$ cat config.mk
export PLATFORM = sky130hd
export DESIGN_NAME = spi_rd_capture_flat
export DESIGN_NICKNAME = d
export VERILOG_FILES = /design/src/rtl/spi_rd_capture_pkg.sv /design/src/rtl/spi_rd_capture_if.sv /design/src/rtl/spi_rd_capture_edge_det.sv /design/src/rtl/spi_rd_capture.sv /design/src/flat_wrapper.sv
export SDC_FILE = /design/constraint.sdc
export NUM_CORES = 1
export LEC_CHECK = 0
export CAP_MARGIN = 20
export CELL_PAD_IN_SITES_DETAIL_PLACEMENT = 0
export CELL_PAD_IN_SITES_GLOBAL_PLACEMENT = 1
export CORE_MARGIN = 5
export CORE_UTILIZATION = 42
export CTS_BUF_LIST = sky130_fd_sc_hd__clkbuf_8 sky130_fd_sc_hd__clkbuf_16
export CTS_CLUSTER_DIAMETER = 60
export CTS_CLUSTER_SIZE = 10
export DETAILED_ROUTE_END_ITERATION = 7
export PLACE_DENSITY = 0.88
export SLEW_MARGIN = 20
export SYNTH_ARGS = -nofsm -noshare
export SYNTH_HDL_FRONTEND = slang
export SYNTH_HIERARCHICAL = 1
export SYNTH_SLANG_ARGS = --single-unit
$ cat constraint.sdc
create_clock -name clk -period 3.8 [get_ports clk]
set_clock_uncertainty 0.1 [all_clocks]
set_input_delay 0.76 -clock clk [delete_from_list [all_inputs] [get_ports clk]]
set_output_delay 0.76 -clock clk [all_outputs]
set_load 0.01 [all_outputs]
$ cat src/rtl/spi_rd_capture_pkg.sv
// Shared types and constants for the SPI read-data capture block.
// Holds the FSM state encoding and the default frame geometry.
package spi_rd_pkg;

    localparam int ADDR_W          = 13;
    localparam int DEF_INSTR_BITS  = 16;
    localparam int DEF_DATA_BITS   = 8;
    localparam int DEF_TIMEOUT_CYC = 64;

    typedef enum logic [1:0] {
        IDLE    = 2'd0,
        INSTR   = 2'd1,
        DATA    = 2'd2,
        WAIT_CS = 2'd3
    } rd_state_t;

    // The bit counter has to hold the larger phase length plus one.
    function automatic int cnt_width(input int a, input int b);
        return $clog2(((a > b) ? a : b) + 1);
    endfunction

endpackage

$ cat src/rtl/spi_rd_capture_if.sv
// Bundle of the snooped SPI bus, the read request and the readback handshake.
// The master side is the generator/consumer, the slave side is spi_rd_capture.
interface spi_rd_capture_if #(
    parameter int DATA_BITS = spi_rd_pkg::DEF_DATA_BITS
);
    logic                          rd_en;
    logic [spi_rd_pkg::ADDR_W-1:0] addr;
    logic                          csb;
    logic                          sclk;
    logic                          sdio_i;
    logic [DATA_BITS-1:0]          rd_data;
    logic [spi_rd_pkg::ADDR_W-1:0] rd_addr;
    logic                          rd_valid;
    logic                          rd_ready;
    logic                          overrun;
    logic                          frame_err;
    logic                          timeout;

    modport master (
        output rd_en, addr, csb, sclk, sdio_i, rd_ready,
        input  rd_data, rd_addr, rd_valid, overrun, frame_err, timeout
    );

    modport slave (
        input  rd_en, addr, csb, sclk, sdio_i, rd_ready,
        output rd_data, rd_addr, rd_valid, overrun, frame_err, timeout
    );

endinterface

$ cat src/rtl/spi_rd_capture_edge_det.sv
// Edge detector for the snooped csb/sclk lines of the 3-wire SPI bus.
// csb_d resets high so a bus that is idle at reset release produces no edge.
module spi_edge_det (
    input  logic clk,
    input  logic rst_n,
    input  logic csb,
    input  logic sclk,
    output logic fall_cs,
    output logic rise_cs,
    output logic rise_sck
);

    logic csb_d;
    logic sclk_d;

    always_ff @(posedge clk) begin
        if (!rst_n) begin
            csb_d  <= 1'b1;
            sclk_d <= 1'b0;
        end else begin
            csb_d  <= csb;
            sclk_d <= sclk;
        end
    end

    // sclk edges only count while the frame is selected.
    assign fall_cs  = ~csb & csb_d;
    assign rise_cs  = csb & ~csb_d;
    assign rise_sck = sclk & ~sclk_d & ~csb;

endmodule

$ cat src/rtl/spi_rd_capture.sv
// Captures the ADC read-data byte following each SPI read instruction and hands
// {addr, data} over valid/ready. Optional watchdog: define SPI_RD_TIMEOUT_EN.
module spi_rd_capture
    import spi_rd_pkg::*;
#(
    parameter int INSTR_BITS  = DEF_INSTR_BITS,
    parameter int DATA_BITS   = DEF_DATA_BITS,
    parameter int TIMEOUT_CYC = DEF_TIMEOUT_CYC
) (
    input logic             clk,
    input logic             rst_n,
    spi_rd_capture_if.slave bus
);

    localparam int CNT_W = cnt_width(INSTR_BITS, DATA_BITS);

    rd_state_t            state;
    rd_state_t            state_nxt;
    logic [CNT_W-1:0]     bit_cnt;
    logic [CNT_W-1:0]     bit_cnt_nxt;
    logic [DATA_BITS-1:0] shift;
    logic [DATA_BITS-1:0] shift_nxt;
    logic [ADDR_W-1:0]    tag;
    logic [DATA_BITS-1:0] rd_data_q;
    logic [ADDR_W-1:0]    rd_addr_q;
    logic                 rd_valid_q;
    logic                 overrun_q;
    logic                 frame_err_q;
    logic                 timeout_q;
    logic                 complete;
    logic                 frame_err_nxt;
    logic                 timeout_nxt;
    logic                 wd_expired;
    logic                 fall_cs;
    logic                 rise_cs;
    logic                 rise_sck;

    spi_edge_det u_edge_det (
        .clk      (clk),
        .rst_n    (rst_n),
        .csb      (bus.csb),
        .sclk     (bus.sclk),
        .fall_cs  (fall_cs),
        .rise_cs  (rise_cs),
        .rise_sck (rise_sck)
    );

`ifdef SPI_RD_TIMEOUT_EN
    localparam int WD_W = $clog2(TIMEOUT_CYC + 1);

    logic [WD_W-1:0] wd;

    // Watchdog runs only while a frame is in flight; expiry forces IDLE.
    always_ff @(posedge clk) begin
        if (!rst_n) begin
            wd <= '0;
        end else if (state == IDLE) begin
            wd <= '0;
        end else begin
            wd <= wd + 1'b1;
        end
    end

    assign wd_expired = (state != IDLE) && (wd == WD_W'(TIMEOUT_CYC - 1));
`else
    logic unused_timeout_cfg;

    assign unused_timeout_cfg = (TIMEOUT_CYC == 0);
    assign wd_expired         = 1'b0;
`endif

    always_ff @(posedge clk) begin
        if (!rst_n) begin
            state <= IDLE;
        end else begin
            state <= state_nxt;
        end
    end

    // Frame sequencing: instruction bits are only counted, data bits are shifted in.
    always_comb begin
        state_nxt     = state;
        bit_cnt_nxt   = bit_cnt;
        shift_nxt     = shift;
        complete      = 1'b0;
        frame_err_nxt = 1'b0;
        timeout_nxt   = 1'b0;
        if (wd_expired) begin
            timeout_nxt = 1'b1;
            state_nxt   = IDLE;
            bit_cnt_nxt = '0;
        end else begin
            case (state)
                IDLE: begin
                    if (fall_cs) begin
                        state_nxt   = INSTR;
                        bit_cnt_nxt = '0;
                    end
                end
                INSTR: begin
                    if (rise_cs) begin
                        frame_err_nxt = 1'b1;
                        state_nxt     = IDLE;
                    end else if (rise_sck) begin
                        if (bit_cnt == CNT_W'(INSTR_BITS - 1)) begin
                            state_nxt   = DATA;
                            bit_cnt_nxt = '0;
                        end else begin
                            bit_cnt_nxt = bit_cnt + 1'b1;
                        end
                    end
                end
                DATA: begin
                    if (rise_cs) begin
                        frame_err_nxt = 1'b1;
                        state_nxt     = IDLE;
                    end else if (rise_sck) begin
                        shift_nxt   = {shift[DATA_BITS-2:0], bus.sdio_i};
                        bit_cnt_nxt = bit_cnt + 1'b1;
                        if (bit_cnt == CNT_W'(DATA_BITS - 1)) begin
                            state_nxt = WAIT_CS;
                        end
                    end
                end
                WAIT_CS: begin
                    if (rise_cs) begin
                        complete  = 1'b1;
                        state_nxt = IDLE;
                    end
                end
                default: begin
                    state_nxt = IDLE;
                end
            endcase
        end
    end

    // Output holding register: a held result is never overwritten, a new one is dropped instead.
    always_ff @(posedge clk) begin
        if (!rst_n) begin
            bit_cnt     <= '0;
            shift       <= '0;
            tag         <= '0;
            rd_data_q   <= '0;
            rd_addr_q   <= '0;
            rd_valid_q  <= 1'b0;
            overrun_q   <= 1'b0;
            frame_err_q <= 1'b0;
            timeout_q   <= 1'b0;
        end else begin
            bit_cnt     <= bit_cnt_nxt;
            shift       <= shift_nxt;
            frame_err_q <= frame_err_nxt;
            timeout_q   <= timeout_nxt;
            overrun_q   <= 1'b0;
            if (bus.rd_en) begin
                tag <= bus.addr;
            end
            if (complete) begin
                if (!rd_valid_q || bus.rd_ready) begin
                    rd_data_q  <= shift;
                    rd_addr_q  <= tag;
                    rd_valid_q <= 1'b1;
                end else begin
                    overrun_q <= 1'b1;
                end
            end else if (rd_valid_q && bus.rd_ready) begin
                rd_valid_q <= 1'b0;
            end
        end
    end

    assign bus.rd_data   = rd_data_q;
    assign bus.rd_addr   = rd_addr_q;
    assign bus.rd_valid  = rd_valid_q;
    assign bus.overrun   = overrun_q;
    assign bus.frame_err = frame_err_q;
    assign bus.timeout   = timeout_q;

endmodule
$ cat src/flat_wrapper.sv
// flat-port wrapper written by rule: the top's interface ports become plain ports
module spi_rd_capture_flat import spi_rd_pkg::*;
#(
    parameter int INSTR_BITS  = DEF_INSTR_BITS,
    parameter int DATA_BITS   = DEF_DATA_BITS,
    parameter int TIMEOUT_CYC = DEF_TIMEOUT_CYC
)
  (clk, rst_n, bus_rd_en, bus_addr, bus_csb, bus_sclk, bus_sdio_i, bus_rd_ready, bus_rd_data, bus_rd_addr, bus_rd_valid, bus_overrun, bus_frame_err, bus_timeout);
  spi_rd_capture_if #(.DATA_BITS(DATA_BITS)) bus_i ();
  input logic clk;
  input logic rst_n;
  input wire logic [$bits(bus_i.rd_en)-1:0] bus_rd_en;
  input wire logic [$bits(bus_i.addr)-1:0] bus_addr;
  input wire logic [$bits(bus_i.csb)-1:0] bus_csb;
  input wire logic [$bits(bus_i.sclk)-1:0] bus_sclk;
  input wire logic [$bits(bus_i.sdio_i)-1:0] bus_sdio_i;
  input wire logic [$bits(bus_i.rd_ready)-1:0] bus_rd_ready;
  output wire logic [$bits(bus_i.rd_data)-1:0] bus_rd_data;
  output wire logic [$bits(bus_i.rd_addr)-1:0] bus_rd_addr;
  output wire logic [$bits(bus_i.rd_valid)-1:0] bus_rd_valid;
  output wire logic [$bits(bus_i.overrun)-1:0] bus_overrun;
  output wire logic [$bits(bus_i.frame_err)-1:0] bus_frame_err;
  output wire logic [$bits(bus_i.timeout)-1:0] bus_timeout;
  assign bus_i.rd_en = bus_rd_en;
  assign bus_i.addr = bus_addr;
  assign bus_i.csb = bus_csb;
  assign bus_i.sclk = bus_sclk;
  assign bus_i.sdio_i = bus_sdio_i;
  assign bus_i.rd_ready = bus_rd_ready;
  assign bus_rd_data = bus_i.rd_data;
  assign bus_rd_addr = bus_i.rd_addr;
  assign bus_rd_valid = bus_i.rd_valid;
  assign bus_overrun = bus_i.overrun;
  assign bus_frame_err = bus_i.frame_err;
  assign bus_timeout = bus_i.timeout;
  spi_rd_capture #(.INSTR_BITS(INSTR_BITS), .DATA_BITS(DATA_BITS), .TIMEOUT_CYC(TIMEOUT_CYC)) u_core (.clk(clk), .rst_n(rst_n), .bus(bus_i));
endmodule
==> results of run 1 <==
[through the flow]
stage                     cell area, um^2  hold WS, ns  util (%)  setup WS [ns]
after floorplan                      2300        0.330         -           1.76
after global placement               2770        0.338      51.3           1.11
after detailed placement             2770        0.343      51.3           1.05
after CTS                            2880        0.357      53.4           1.37
after global routing                 2880        0.367      53.4           1.28
final                                2880        0.354      53.4           1.41
[cell families after synthesis]
logic type      count (synthesis)  synth area share, %
buf+inv                        21                 3.81
compound gates                 38                 13.4
mux                            22                 9.58
flops                          54                 47.0
other cells                     1                0.163
fa+ha+maj                       7                 3.81
simple gates                  101                 22.2
[final cells by class]
class,instances,area (um^2),share of cell area (%)
flip-flops and latches,54,1080,37.5
repair buffers,45,445,15.4
clock buffers,5,68.8,2.39
clock inverters,3,41.3,1.43
multi-input cells,169,1130,39.2
well taps,72,90.1,3.12
inverters,7,26.3,0.911
[worst max-delay path, stage by stage]
cell             delay [ns]
clkdlybuf4s50_1        0.52
and2b_2                0.23
nand3_1                0.62
nand2_1                0.24
a21boi_0               0.10
[flip-flops by register name, indices dropped and copies added (netlist names)]
signal	count
u_core/bus.rd_addr	13
u_core/tag	13
u_core/bus.rd_data	8
u_core/shift	8
u_core/bit_cnt	5
u_core/state	2
u_core/bus.frame_err	1
u_core/bus.overrun	1
u_core/bus.rd_valid	1
u_core/u_edge_det/csb_d	1
u_core/u_edge_det/sclk_d	1
[per-layer routing]
layer | global-route usage [%] | wire (um)
met2 | 21.4 | 1990
met3 | 4.34 | 280
met1 | 15.0 | 1970
met4 | 4.39 | 60
met5 | 0 | 0
[worst paths after layout]
| path | slack, ns | to | startpoint |
|---|---|---|---|
| setup / recovery | 1.41 | u_core/bus.rd_data[3]$_SDFFE_PN0P_ | bus_csb |
| hold / removal | 0.35 | u_core/bus.rd_addr[9]$_SDFFE_PN0P_ | u_core/tag[9]$_SDFFE_PN0P_ |
| setup reg to reg | 1.82 | u_core/state[1]$_SDFFE_PN0P_ | u_core/bit_cnt[0]$_SDFFE_PN0P_ |
| hold reg to reg | 0.35 | u_core/bus.rd_addr[9]$_SDFFE_PN0P_ | u_core/tag[9]$_SDFFE_PN0P_ |
[synthesized netlist by cell type (2+ instances only)]
library cell   n  area (um^2)
nand2_1       49          184
clkbuf_1       9         33.8
nand2b_1       6         37.5
nor2b_1       26          163
nor2_1         4         15.0
a21boi_0      16          120
o2bb2ai_1      2         17.5
inv_1          7         26.3
ha_1           7         87.6
nand3_1        6         30.0
buf_2          4         20.0
a21boi_1       9         67.6
mux2i_1       22          220
and2_1         2         12.5
o21ai_0        2         10.0
dfxtp_1       54         1080
[power by group]
group	total (mW)	internal, mW	switching [mW]
clock network	0.373	0.194	0.179
registers	0.593	0.582	0.0113
logic	0.193	0.100	0.0933
==> run summary, run 1 <==
Worst slew margin relative to its limit - 42.7%
Share of flip-flops with an asynchronous set or reset after synthesis - 0%
CTS buffer count - 5
Die X - 84.0 um
Unrepaired setup endpoints after global routing - no
Number of antenna violations at the first check in global routing - 0
Clock-pin slew of the registers on the worst-case setup and hold paths - 0.09 ns
Boundary Pins - 45
Number of max-cap violations - 0
Number of enable flip-flop cells after synthesis - 0
Floorplan row count - 27
DRT Pass-1 Iters - 4
Clock insertion delay at the later pin of the skew report - 0.30 ns
Number of slew-limit violations in the final report - 0
Die Ht - 84.0 um
Vias - 1686
H-Tree Level Count - 2
YS warnings - 6
Remaining antenna violation count - 0
Count of different cell masters after synthesis - 35
IR drop worst, VDD - 0.236 mV
Fillers - 529
Top_reg_cell synth - dfxtp_1
Antenna fix cells - 0
Synthesized Nets - 271
CP endpoint kind - register
Nets@finish - 309
Initial standard-cell utilization of the core - 42.5%
Time the final worst path needs with I/O delays and setup - 2.39 ns
Sequential share of the synthesized area - 47.0%
Pin slew with the least headroom to its limit - 0.857 ns
Critical path data required time - 3.89 ns
Combined global-route utilization of all metal layers - 12.7%
WL/cell - 12.1 um
Most frequent standard cell in the layout excluding fill and tap cells - dfxtp_1
Clock tree from TritonCTS - yes
Number of cells upsized or downsized after cts - 0
Total of flip-flops plus latches after synthesis - 54
Class of the most critical setup path - input port to register
Wire length after detailed routing - 4300 um
Global route overflow - 0
Endpoint arrival time on the critical path - 2.48 ns
Post-CTS setup buffers - 0
Total power per unit cell area - 402 nW/um^2
Max clock buf depth - 2
Hold path depth - 2
Total Power Consumption - 1.16 mW
Post-cts hold buffer count - 0
Number of buffers inserted by port buffering - 43
Area of the mapped netlist - 2300 um^2
RePlAce Congestion - 0.730
Clock tree sinks - 54
Core region area - 5410 um^2
Outcome - completed
Post-Syn Area per Cell - 9.43 um^2
Cell count after placement - 347
Number of global-route vias before repair - 1592
Relative area change from synthesis to final layout - 25.4%
Static leakage - 1.11 nW
Timing-limited maximum frequency - 418 MHz
Synth Instances - 244
Pin count of the biggest net entering global routing - 42
Final period utilization - 63.0%
Commonest non-fill, non-tap cells in the layout - 54 x dfxtp_1, 49 x nand2_1, 43 x clkdlybuf4s50_1
Number of cells on the worst reg-to-reg path - 8
Wire length of the first global-routing pass - 7310 um
Critical Path Fanout Max - 21
Type of element launching the critical path - input port
Class of the most critical hold timing path - register to register
Final setup fails - 0
Post-DP HPWL - 3010 um
Number of endpoints with negative hold slack in the final report - 0
Ratio of routed vias to standard cells - 4.75
Ratio of cells with drive above 1 in the final layout - 6.36%
Setup Total Neg Slack - 0 ns
Clock Root Buffer - clkbuf_8
Violation count after the first detailed-route iteration - 77
Number of non-filler instances in the completed layout - 355
Number of remaining DRC errors - 0
Area enclosed by the die boundary - 7060 um^2
No activity file was read; power rests on OpenSTA's default activity.
==> run 2, diff against run 1 <==
- CORE_UTILIZATION: 42 -> 35
- PLACE_DENSITY: 0.88 -> 0.79
- clock period: 3.8 -> 2.2 ns (I/O delays scaled with it)
==> run 2 against run 1 <==
First-iteration DRC count up 5.2%. Wire length is 4.3% higher. Die area is 18% higher. Register-to-register slack worse by 1.6 ns. Clock power rose by 71%. Worst setup slack got worse by 1.2 ns. Final area up 3.2%. Non-clock buffer count is 8 higher. Highest routed layer unchanged.
==> run summary, run 2 (synthesized netlist as in run 1, its figures left out) <==
Final std cell area, no fill - 2980 um^2 (+3.2%)
Sequential cell fraction of total power - 50.8% (-0.3 points)
Time the final worst path needs with I/O delays and setup - 1.99 ns
Ratio of routed vias to standard cells - 4.72 (-0.67%)
Class of the most critical setup path - register to register
Hold path depth - 2 (unchanged)
CTS buffer count - 5 (unchanged)
Combined global-route utilization of all metal layers - 10.8% (-1.9 points)
Pin count of the biggest net entering global routing - 59 (+40%)
Vias - 1736 (+3.0%)
Clock tree sinks - 54 (unchanged)
Wire length of the first global-routing pass - 7520 um (+2.8%)
Area used by sequential logic in the layout - 1080 um^2 (unchanged)
Relative area change from synthesis to final layout - 29.4%
Floorplan row count - 29 (+7.4%)
Number of endpoints with negative hold slack in the final report - 0 (unchanged)
CP endpoint kind - register
Most frequent standard cell in the layout excluding fill and tap cells - dfxtp_1
Clock insertion delay at the later pin of the skew report - 0.30 ns (about the same)
Max clock buf depth - 2 (unchanged)
Timing-limited maximum frequency - 502 MHz
Number of cells on the worst reg-to-reg path - 8 (unchanged)
Origin of the critical flop-to-flop path - u_core/bit_cnt[0]$_SDFFE_PN0P_
Clock tree from TritonCTS - yes
Static leakage - 1.16 nW (+4.5%)
Cell count after placement - 360 (+3.7%)
Violation count after the first detailed-route iteration - 81 (+5.2%)
Setup Total Neg Slack - 0 ns (unchanged)
Endpoint arrival time on the critical path - 2.12 ns (-0.36 ns)
IR drop worst, VDD - 0.322 mV (+37%)
Initial standard-cell utilization of the core - 36.0% (-6.5 points)
Area occupied by multi-input gates - 1130 um^2 (unchanged)
Commonest non-fill, non-tap cells in the layout - 54 x dfxtp_1, 49 x nand2_1, 43 x clkdlybuf4s50_1
Die X - 91.1 um (+8.4%)
Remaining antenna violation count - 0 (unchanged)
Nets@finish - 317 (+2.6%)
Number of antenna violations at the first check in global routing - 0 (unchanged)
Post-detailed-placement cell area - 2870 um^2 (+3.3%)
Part of the power in combinational logic - 17.5% (+0.8 points)
Critical path data required time - 2.33 ns (-1.56 ns)
Wire length after detailed routing - 4490 um (+4.3%)
Post-CTS setup buffers - 0 (unchanged)
Ratio of cells with drive above 1 in the final layout - 8.93% (+2.6 points)
Cell-internal power - 1.53 mW (+75%)
Final period utilization - 90.6%
Critical hold path startpoint - u_core/tag[9]$_SDFFE_PN0P_
Number of buffers inserted by port buffering - 43 (unchanged)
Number of remaining DRC errors - 0 (unchanged)
Final setup fails - 0 (unchanged)
Core region area - 6390 um^2 (+18%)
Clock-pin slew of the registers on the worst-case setup and hold paths - 0.09 ns (about the same)
RePlAce Congestion - 0.733 (+0.53%)
Post-DP HPWL - 3250 um (+7.8%)
Number of max-cap violations - 0 (unchanged)
Post-cts hold buffer count - 0 (unchanged)
Die Ht - 91.1 um (+8.4%)
Number of slew-limit violations in the final report - 0 (unchanged)
Number of cells upsized or downsized after cts - 0 (unchanged)
Hold Worst Slack - 0.356 ns (+0.00199 ns)
Unrepaired setup endpoints after global routing - no
Class of the most critical hold timing path - register to register
Total power per unit cell area - 677 nW/um^2 (+69%)
Area enclosed by the die boundary - 8290 um^2 (+18%)
Outcome - completed
Number of non-filler instances in the completed layout - 368 (+3.7%)
Global route overflow - 0 (unchanged)
Switching part of the total - 24.2% (-0.30 points)
Clock power share - 31.7% (-0.5 points)
Clock Root Buffer - clkbuf_8
H-Tree Level Count - 2 (unchanged)
Number of global-route vias before repair - 1659 (+4.2%)
Boundary Pins - 45 (unchanged)
Antenna fix cells - 0 (unchanged)
P_sw - 487 uW (+72%)
Fillers - 659 (+25%)
Type of element launching the critical path - register
Critical Path Fanout Max - 4 (-81%)
DRT Pass-1 Iters - 5 (+1)
WL/cell - 12.2 um (+0.66%)
Critical path launch point - u_core/bit_cnt[0]$_SDFFE_PN0P_
-- run 2: cell types whose count changed in the layout (fill, tap and decap cells not counted) --
cell and change:
buf_12 +2, buf_4 +6
-- run 2: through the flow --
| stage | worst slack (ns) | utilization, % | total power, mW |
|---|---|---|---|
| floorplan | 0.403 | - | 1.30 |
| global placement | -0.0438 | 44.9 | 1.40 |
| detailed placement | -0.0816 | 44.9 | 1.40 |
| CTS | 0.179 | 46.6 | 2.05 |
| global route | 0.0703 | 46.6 | 2.12 |
| finish | 0.206 | 46.6 | 2.02 |
-- run 2: power groups by stage --
stage / registers [mW] / clock network [mW] / logic (mW)
finish: 1.02 / 0.639 / 0.353
floorplan: 1.04 / 0 / 0.257
global route: 1.03 / 0.710 / 0.386
detailed placement: 1.05 / 0 / 0.357
global placement: 1.05 / 0 / 0.354
CTS: 1.02 / 0.671 / 0.358
-- run 2: worst max-delay path, stage by stage, from the launching register on --
cell      delay [ns]
dfxtp_1         0.39
ha_1            0.25
nand3_1         0.13
inv_1           0.07
ha_1            0.17
nand2_1         0.06
a221oi_1        0.31
o221a_2         0.28
mux2i_1         0.17
-- run 2: path summary, 6_finish.rpt --
path	endpoint	slack, ns
hold / removal	u_core/bus.rd_addr[9]$_SDFFE_PN0P_	0.36
hold reg to reg	u_core/bus.rd_addr[9]$_SDFFE_PN0P_	0.36
setup reg to reg	u_core/state[1]$_SDFFE_PN0P_	0.21
setup / recovery	u_core/state[1]$_SDFFE_PN0P_	0.21
-- run 2: metal layers --
metal | wire [um] | GRT usage [%]
met5 | 0 | 0
met4 | 29 | 2.93
met3 | 247 | 3.47
met2 | 2100 | 17.9
met1 | 2110 | 13.5
-- run 2: layout make-up --
class	count	area share (%)
clock buffers	5	2.31
clock inverters	3	1.39
inverters	7	0.883
multi-input cells	169	38.0
flip-flops and latches	54	36.3
well taps	77	3.24
repair buffers	53	17.8
==> run 3, diff against run 2 <==
- RECOVER_POWER: default -> 100
==> run 3 against run 2 <==
Non-clock buffer count unchanged. Wire length decreased by 0.33%. Clock power about the same. First-iteration DRC count increased by 11%. Fmax decreased by 2.6%. Flip-flop and latch count unchanged. Hold slack about the same. Total power decreased by 0.64%. Global-route usage unchanged. Final area decreased by 0.80%. Critical path type is now input port to register.
==> run summary, run 3 (synthesized netlist as in run 1, its figures left out) <==
Core region area - 6390 um^2 (unchanged)
Cell breakdown of the critical path - dlygate4sd3_1 > clkbuf_2 > and3b_1 > a32o_2
Commonest non-fill, non-tap cells in the layout - 54 x dfxtp_1, 49 x nand2_1, 26 x nor2b_1
Time the final worst path needs with I/O delays and setup - 2.05 ns (+0.0529 ns)
Post-detailed-placement cell area - 2870 um^2 (unchanged)
Total power per unit cell area - 678 nW/um^2 (+0.16%)
Relative area change from synthesis to final layout - 28.3%
Post-cts hold buffer count - 0 (unchanged)
Antenna fix cells - 0 (unchanged)
Setup slack after placement - -0.0816 ns (unchanged)
Worst Slack Setup Final - 0.153 ns (-0.0529 ns)
Class of the most critical setup path - input port to register
Clock tree sinks - 54 (unchanged)
Peak per-stage delay on the critical path - 0.53 ns (+0.14 ns)
Clock Root Buffer - clkbuf_8
Fillers - 662 (+0.46%)
Most frequent standard cell in the layout excluding fill and tap cells - dfxtp_1
Number of antenna violations at the first check in global routing - 0 (unchanged)
Outcome - completed
Final std cell area, no fill - 2950 um^2 (-0.80%)
Wire length of the first global-routing pass - 7520 um (unchanged)
Vias - 1707 (-1.7%)
Area used by sequential logic in the layout - 1080 um^2 (unchanged)
Detailed-routed wire length on met3 - 226 um (-8.5%)
Global route overflow - 0 (unchanged)
Critical path data required time - 2.29 ns (-0.04 ns)
Clock tree from TritonCTS - yes
WL/cell - 12.2 um (-0.33%)
Worst slew margin relative to its limit - 40.3%
Floorplan row count - 29 (unchanged)
Violation count after the first detailed-route iteration - 90 (+11%)
Ratio of cells with drive above 1 in the final layout - 8.25% (-0.69 points)
Number of endpoints with negative hold slack in the final report - 0 (unchanged)
Cell count after placement - 360 (unchanged)
Initial standard-cell utilization of the core - 36.0% (unchanged)
Post-CTS setup buffers - 0 (unchanged)
Die X - 91.1 um (unchanged)
IR drop worst, VDD - 0.334 mV (+3.5%)
Pin count of the biggest net entering global routing - 59 (unchanged)
Top layer used by detailed routing - met4
Remaining antenna violation count - 0 (unchanged)
CTS buffer count - 5 (unchanged)
Nets@finish - 317 (unchanged)
Number of remaining DRC errors - 0 (unchanged)
Die Ht - 91.1 um (unchanged)
Clock-pin slew of the registers on the worst-case setup and hold paths - 0.09 ns (about the same)
Static leakage - 1.23 nW (+6.1%)
Ratio of routed vias to standard cells - 4.64 (-1.7%)
DRT Pass-1 Iters - 5 (unchanged)
Cell with the biggest individual delay on the critical path - dlygate4sd3_1
H-Tree Level Count - 2 (unchanged)
Final setup fails - 0 (unchanged)
Class of the most critical hold timing path - register to register
Combined global-route utilization of all metal layers - 10.8% (unchanged)
Timing-limited maximum frequency - 489 MHz (-2.6%)
Critical Path Fanout Max - 58 (+54)
Number of max-cap violations - 0 (unchanged)
Number of non-filler instances in the completed layout - 368 (unchanged)
Area enclosed by the die boundary - 8290 um^2 (unchanged)
Number of global-route vias before repair - 1659 (unchanged)
Number of buffers inserted by port buffering - 43 (unchanged)
Unrepaired setup endpoints after global routing - no
RePlAce Congestion - 0.733 (unchanged)
Pin slew with the least headroom to its limit - 0.895 ns
Number of cells upsized or downsized after cts - 0 (unchanged)
Hold Worst Slack - 0.357 ns (+0.000469 ns)
Clock insertion delay at the later pin of the skew report - 0.29 ns (about the same)
Boundary Pins - 45 (unchanged)
Post-DP HPWL - 3250 um (unchanged)
Met1 WL - 2130 um (+0.76%)
Wire length after detailed routing - 4470 um (-0.33%)
CP endpoint kind - register
Type of element launching the critical path - input port
Area occupied by multi-input gates - 1130 um^2 (-0.22%)
Endpoint arrival time on the critical path - 2.14 ns (+0.02 ns)
Routed wl met2 - 2090 um (-0.43%)
Final period utilization - 93.0% (+2.4 points)
Max clock buf depth - 2 (unchanged)
Number of slew-limit violations in the final report - 0 (unchanged)
## run 3: changes by cell type in the layout (fill, tap and decap cells not counted)
cell             delta
a21boi_0            +5
a21boi_1            -5
clkbuf_1            +1
buf_4               -2
or2_4               -1
clkbuf_2            +2
or2_0               +1
buf_12              -1
dlygate4sd3_1      +25
clkdlybuf4s50_1    -25
## run 3: per-layer routing
layer	GRT usage (%)	vias up
met5	0	-
met4	2.93	0
met3	3.47	2
met2	17.9	36
met1	13.5	776
li1	-	893
## run 3: critical path, delay by kind of cell
family | cells | cell delay (ns)
AND/OR/NAND/NOR | 1 | 0.42
buffers and inverters | 2 | 1.04
AO/OA/AOI/OAI | 1 | 0.21
## run 3: area by class of cell
| type | count | area share, % |
|---|---|---|
| multi-input cells | 169 | 38.2 |
| flip-flops and latches | 54 | 36.6 |
| repair buffers | 53 | 17.3 |
| well taps | 77 | 3.26 |
| clock buffers | 5 | 2.33 |
| clock inverters | 3 | 1.40 |
| inverters | 7 | 0.890 |
## run 3: per-stage QoR
| step | total power [mW] | setup TNS (ns) | util, % |
|---|---|---|---|
| 2_1_floorplan | 1.30 | 0 | - |
| 3_3_place_gp | 1.40 | -0.0621 | 44.9 |
| 3_5_place_dp | 1.40 | -0.259 | 44.9 |
| 4_1_cts | 2.05 | 0 | 46.6 |
| 5_1_grt | 2.11 | 0 | 46.2 |
| 6_report | 2.00 | 0 | 46.2 |
## run 3: worst paths after layout
kind         cells past startpoint                                  to  slack (ns)                         start
max                              4      u_core/bit_cnt[2]$_SDFFE_PN0P_        0.15                         rst_n
min                              2  u_core/bus.rd_addr[7]$_SDFFE_PN0P_        0.36    u_core/tag[7]$_SDFFE_PN0P_
max reg2reg                      6      u_core/bit_cnt[2]$_SDFFE_PN0P_        0.17  u_core/state[0]$_SDFFE_PN0P_
min reg2reg                      2  u_core/bus.rd_addr[7]$_SDFFE_PN0P_        0.36    u_core/tag[7]$_SDFFE_PN0P_
## run 3: power by group
group	switching [mW]	internal (mW)
sequential	0.0193	1.00
combinational	0.163	0.178
clock	0.303	0.335
